**config.mk**
```make
export PLATFORM = sky130hd
export DESIGN_NAME = mlp_layer_sequencer
export DESIGN_NICKNAME = d
export VERILOG_FILES = /design/src/rtl/mlp_seq_pkg.sv /design/src/rtl/layer_watchdog.sv /design/src/rtl/mlp_layer_sequencer.sv
export SDC_FILE = /design/constraint.sdc
export NUM_CORES = 1
export LEC_CHECK = 0
export CAP_MARGIN = 40
export CORE_UTILIZATION = 46
export DETAILED_ROUTE_END_ITERATION = 12
export MAX_ROUTING_LAYER = met4
export PLACE_DENSITY = 0.78
export SKIP_LAST_GASP = 1
export SYNTH_ARGS = -nofsm -noshare
export SYNTH_HDL_FRONTEND = slang
export SYNTH_SLANG_ARGS = --single-unit
```
**constraint.sdc**
```tcl
create_clock -name clk -period 1.6 [get_ports clk]
set_input_delay 0.48 -clock clk [delete_from_list [all_inputs] [get_ports clk]]
set_output_delay 0.48 -clock clk [all_outputs]
set_load 0.03 [all_outputs]
```
**src/rtl/mlp_seq_pkg.sv**
```systemverilog
// Shared state encoding, defaults and bank helper for the MLP layer sequencer.
`timescale 1ns/1ps
package mlp_seq_pkg;

  typedef enum logic [2:0] {IDLE, START, WAIT, OUT, ERR} seq_state_t;

  localparam int NUM_LAYERS_DEFAULT = 4;
  localparam int LAYER_IDX_W = (NUM_LAYERS_DEFAULT > 1) ? $clog2(NUM_LAYERS_DEFAULT) : 1;

  typedef logic [LAYER_IDX_W-1:0] layer_idx_t;

  // The last layer writes bank ~layer[0]; that bank holds the final activations.
  function automatic logic final_bank(input int num_layers);
    return ((num_layers - 1) % 2) == 0;
  endfunction

endpackage

```
**src/rtl/layer_watchdog.sv**
```systemverilog
// Per-layer cycle counter; flags expiry when a layer has run LAYER_TIMEOUT cycles.
`timescale 1ns/1ps
module layer_watchdog #(
  parameter int LAYER_TIMEOUT = 1024
) (
  input  logic clk,
  input  logic reset,
  input  logic clear,
  input  logic enable,
  output logic expired
);

  localparam int CW = (LAYER_TIMEOUT > 1) ? $clog2(LAYER_TIMEOUT) : 1;

  logic [CW-1:0] count;

  assign expired = enable && (count == CW'(LAYER_TIMEOUT - 1));

  // Count saturates at the expiry value; the sequencer leaves WAIT the same cycle.
  always_ff @(posedge clk or posedge reset) begin
    if (reset) begin
      count <= '0;
    end else if (clear) begin
      count <= '0;
    end else if (enable && !expired) begin
      count <= count + CW'(1);
    end
  end

endmodule

```
**src/rtl/mlp_layer_sequencer.sv**
```systemverilog
// Drives one shared dense engine through every MLP layer, steering the ping-pong
// activation banks and handing the final result to the sink via valid/ready.
`timescale 1ns/1ps
module mlp_layer_sequencer
  import mlp_seq_pkg::*;
#(
  parameter int NUM_LAYERS    = NUM_LAYERS_DEFAULT,
  parameter int LAYER_TIMEOUT = 1024,
  parameter int CNT_W         = 16
) (
  input  logic                                             clk,
  input  logic                                             reset,
  input  logic                                             in_valid,
  output logic                                             in_ready,
  output logic                                             buf_load,
  output logic                                             eng_start,
  output logic [((NUM_LAYERS > 1) ? $clog2(NUM_LAYERS) : 1)-1:0] eng_layer,
  input  logic                                             eng_done,
  output logic                                             rd_bank,
  output logic                                             wr_bank,
  output logic                                             out_valid,
  input  logic                                             out_ready,
  output logic                                             busy,
  output logic                                             timeout_err,
  input  logic                                             err_clr,
  output logic [CNT_W-1:0]                                 frame_count
);

  localparam int LW = (NUM_LAYERS > 1) ? $clog2(NUM_LAYERS) : 1;
  localparam logic [LW-1:0] LAST_LAYER = LW'(NUM_LAYERS - 1);
  localparam logic OUT_BANK = final_bank(NUM_LAYERS);

  seq_state_t    state, state_next;
  logic [LW-1:0] layer, layer_next;
  logic          wd_expired;

  layer_watchdog #(
    .LAYER_TIMEOUT(LAYER_TIMEOUT)
  ) u_watchdog (
    .clk    (clk),
    .reset  (reset),
    .clear  (state != WAIT),
    .enable (state == WAIT),
    .expired(wd_expired)
  );

  always_ff @(posedge clk or posedge reset) begin
    if (reset) begin
      state       <= IDLE;
      layer       <= '0;
      frame_count <= '0;
    end else begin
      state <= state_next;
      layer <= layer_next;
      if (state == OUT && out_ready) begin
        frame_count <= frame_count + CNT_W'(1);
      end
    end
  end

  // A done on the expiry cycle still completes the layer.
  always_comb begin
    state_next = state;
    layer_next = layer;
    case (state)
      IDLE: begin
        if (in_valid) begin
          state_next = START;
          layer_next = '0;
        end
      end
      START: state_next = WAIT;
      WAIT: begin
        if (eng_done) begin
          if (layer == LAST_LAYER) begin
            state_next = OUT;
          end else begin
            layer_next = layer + LW'(1);
            state_next = START;
          end
        end else if (wd_expired) begin
          state_next = ERR;
        end
      end
      OUT: begin
        if (out_ready) state_next = IDLE;
      end
      ERR: begin
        if (err_clr) state_next = IDLE;
      end
      default: state_next = IDLE;
    endcase
  end

  assign in_ready    = (state == IDLE);
  assign buf_load    = in_valid && (state == IDLE);
  assign eng_start   = (state == START);
  assign eng_layer   = layer;
  assign out_valid   = (state == OUT);
  assign busy        = (state != IDLE);
  assign timeout_err = (state == ERR);

  always_comb begin
    rd_bank = 1'b0;
    wr_bank = 1'b0;
    case (state)
      START, WAIT: begin
        rd_bank = layer[0];
        wr_bank = ~layer[0];
      end
      OUT:     rd_bank = OUT_BANK;
      default: ;
    endcase
  end

endmodule

```
==> impl_summary.txt <==
----------------------------------------------------
[Outcome]
  Status ... complete, but fails checks
  Failing checks ... setup timing

[Die]
  I/O pins ... 32
  Die width ... 61.10 µm
  Die ar. ... 3733 µm²
  Num rows ... 21
  Initial Util ... 48.14%
  Placeable core area ... 3337 µm²
  Die extent in y ... 61.10 µm

[Detailed routing]
  DRC viols ... 0
  Vias per cell ... 5.433
  Total via count after detailed routing ... 1543
  Per-cell routed wire length ... ~17 µm
  Number of nets still failing antenna checks after routing ... 0
  Initial DRT Pass Iterations ... 4
  WL final ... 4764 µm
  Drt initial violations ... between 80 and 90

[Critical path]
  Crit-path max FO ... 2
  CP cell instances ... buf_6 -> nor3_4 -> inv_4 -> buf_6 -> nor2_4 -> buf_6
  Startpoint type of the worst setup path ... flop
  Req. time, crit path ... approximately 1.1 ns
  Critical path capture point type ... primary output
  Data arrival at the endpoint of the critical path ... 1.50 ns
  Most repeated library cell on the critical path ... sky130_fd_sc_hd__buf_6
  Critical-path cell with the highest stage delay ... sky130_fd_sc_hd__dfrtp_1
  Worst setup path class ... flop to primary output
  Slowest stage delay, CP ... 0.43 ns

[STA]
  Worst Max-Slew Pin Slew ... 0.5650 ns
  Final setup margin ... -0.3826 ns
  Final Max Tran Viols ... 0
  Final period util ... 123.9%
  Final hold violation count ... 0
  Post-route minimum period ... between 1.5 and 2 ns
  Unrepaired setup endpoints after global routing ... yes
  Clock skew ... 0.02009 ns
  Tightest slew margin relative to the limit ... ~62%
  Top achievable clock speed ... 0.5044 GHz
  Final setup vio count ... 19

[Power]
  Worst VDD drop ... about 1.1 mV
  LEAKAGE ... 1.250 nW
  PwrDens ... approximately 1300 nW/µm²

[Logic synthesis]
  Most numerous cell in the Yosys netlist ... sky130_fd_sc_hd__dfrtp_1
  Yosys cell types ... 38
  Combined area of all synthesized cells ... 1607 µm²
  Synthesized flop and latch total ... 31
  Top flip-flop cell by instance count after synthesis ... sky130_fd_sc_hd__dfrtp_1
  Count of flip-flops with a built-in enable after synthesis ... 0
  Post-synthesis net count ... 170
  Synth Area per Inst ... between 9 and 10 µm²
  Post-synthesis sequential area ratio ... 48.29%
  Share of async-settable or async-resettable flops after synthesis ... 100.0%
  Most common library cells after synthesis ... sky130_fd_sc_hd__dfrtp_1, sky130_fd_sc_hd__nor2_1, sky130_fd_sc_hd__nand2_1
  Number of warnings issued by yosys ... 0
  Cells after Synth ... 161
  Top-area cell type share of the netlist area ... 48.29%
  Most area-consuming cells after synthesis ... sky130_fd_sc_hd__dfrtp_1, sky130_fd_sc_hd__xnor2_1, sky130_fd_sc_hd__nor2_1
  Top cell type by total area after synthesis ... sky130_fd_sc_hd__dfrtp_1

[CTS]
  TritonCTS Buffers ... 5
  Clock Latency Late Sink ... 0.35 ns
  Clk pin slew, worst setup/hold paths ... around 0.11 ns
  Root buffer selected by CTS ... sky130_fd_sc_hd__clkbuf_4
  Clock Sink Count ... 31
  Number of H-tree levels ... 2
  Largest buffer count on any clock path ... 2
  CTS tree ... done

[Finish]
  Area of all placed cells without fillers ... 2536 µm²
  Share of layout cells above drive strength 1 ... between 30% and 40%
  Total Nets Final ... between 200 and 250
  Synth-to-Final Area Change ... 57.87%
  N_diodes ... 0
  Core Util, Final ... 76.00%

[Global routing]
  Overall overflow remaining after global route ... 0
  GRT Util Overall ... between 20% and 30%
  Via count of the first global-routing pass ... 1510
  First-pass GRT wire length ... between 6000 and 7000 µm
  Initial antenna violation count ... 0
  Largest net degree at the start of global routing ... 32

[Run]
  Max-cap viol count ... 0

[Placement]
  I/O Buffers ... 31
  Worst setup timing slack at the placement stage ... -0.3386 ns
  Total cell area at the placement stage ... between 2000 and 2500 µm²
  Routability congestion estimate from global placement ... 0.7915
  HPWL after detailed placement ... approximately 2800 µm

[Hold path]
  Min-delay worst type ... primary input to asynchronous set/reset pin

----------------------------------------------------
## through the flow
step	TNS, ns	hold slack (ns)	power [mW]	cells
2_1_floorplan	-0.3775	0.4968	1.862	161
3_3_place_gp	-3.697	0.4639	2.353	265
3_5_place_dp	-4.519	0.4875	2.401	265
4_1_cts	-2.242	0.4831	3.072	275
5_1_grt	-3.934	0.5129	3.551	284
6_report	-2.855	0.4654	3.406	284
## cell type report
type,instances,area [µm²]
clock buffers,8,68.82
repair buffers,73,658.1
well taps,46,57.56
inverters,7,28.78
multi-input cells,119,945.9
flip-flops and latches,31,777.0
fillers,205,800.8
## kinds of logic (layout without fill, tap and decap cells)
group / count (synthesis) / after routing / share of synthesized area, %
and+or+nand+nor: 74 / 74 / 25.62
AOI/OAI and AO/OA: 17 / 17 / 6.464
DFF: 31 / 31 / 48.29
adders and majority gates: 3 / 3 / 2.337
buffers and inverters: 11 / 88 / 3.038
muxes: 6 / 6 / 3.894
xor gates and xnor gates: 19 / 19 / 10.36
## placed cells by master (no fill, tap or decap), types with 3 or more instances in the layout
cell type | synthesis | routed
sky130_fd_sc_hd__inv_1 | 7 | 6
sky130_fd_sc_hd__nor2_4 | 0 | 6
sky130_fd_sc_hd__and3_1 | 4 | 4
sky130_fd_sc_hd__clkbuf_4 | 0 | 5
sky130_fd_sc_hd__a21oi_1 | 7 | 6
sky130_fd_sc_hd__nand4_1 | 5 | 5
sky130_fd_sc_hd__xnor2_1 | 11 | 9
sky130_fd_sc_hd__clkdlybuf4s50_1 | 0 | 5
sky130_fd_sc_hd__buf_6 | 0 | 14
sky130_fd_sc_hd__nor3_4 | 0 | 3
sky130_fd_sc_hd__xor2_1 | 8 | 8
sky130_fd_sc_hd__nand2_1 | 16 | 15
sky130_fd_sc_hd__nor2_1 | 22 | 14
sky130_fd_sc_hd__clkdlybuf4s15_1 | 0 | 8
sky130_fd_sc_hd__dfrtp_1 | 31 | 30
sky130_fd_sc_hd__ha_1 | 3 | 3
sky130_fd_sc_hd__buf_4 | 2 | 34
sky130_fd_sc_hd__mux2i_1 | 4 | 4
sky130_fd_sc_hd__clkbuf_2 | 0 | 7
## flip-flops by register name, indices dropped and copies added, names as in the netlist
| name | count |
|---|---|
| eng_layer | 2 |
| frame_count | 16 |
| u_watchdog.count | 10 |
| state | 3 |
## metal layers
metal	routed length (µm)	track usage [%]	up-vias
li1	-	-	721
met1	1935	26.69	750
met2	2506	43.63	56
met3	194	6.513	16
met4	128	10.39	0
met5	0	-	-
## final timing paths
check / depth (start not counted) / endpoint / slack [ns] / from
min in group clk: 1 / frame_count[15] / 0.49 / frame_count[15]
max in group asynchronous: 3 / u_watchdog.count[7] / 0.95 / reset
worst min register to register: 1 / frame_count[15] / 0.49 / frame_count[15]
worst max register to register: 6 / frame_count[9] / -0.12 / state[0]
worst min-delay path: 3 / frame_count[5] / 0.47 / reset
worst max-delay path: 6 / buf_load / -0.38 / state[0]
## critical path: cells and delay by family, from the launching register on
kind	cells	cell delay (ns)
flops	1	0.43
buf+inv	4	0.42
simple gates	2	0.31
## power by group
group | total (mW) | leakage [nW] | internal, mW | switching (mW)
registers | 1.02 | 0.421 | 0.885 | 0.134
logic | 1.85 | 0.790 | 0.866 | 0.982
clock network | 0.539 | 0.0386 | 0.258 | 0.281
## timing repair
action,in CTS,in global routing
hold buffers,0,0
setup endpoints to repair,24,38
gates cloned,0,1
resized for setup,40,46
setup buffers,3,8
pin swaps,5,19
Power figures use the tool's default switching activity.
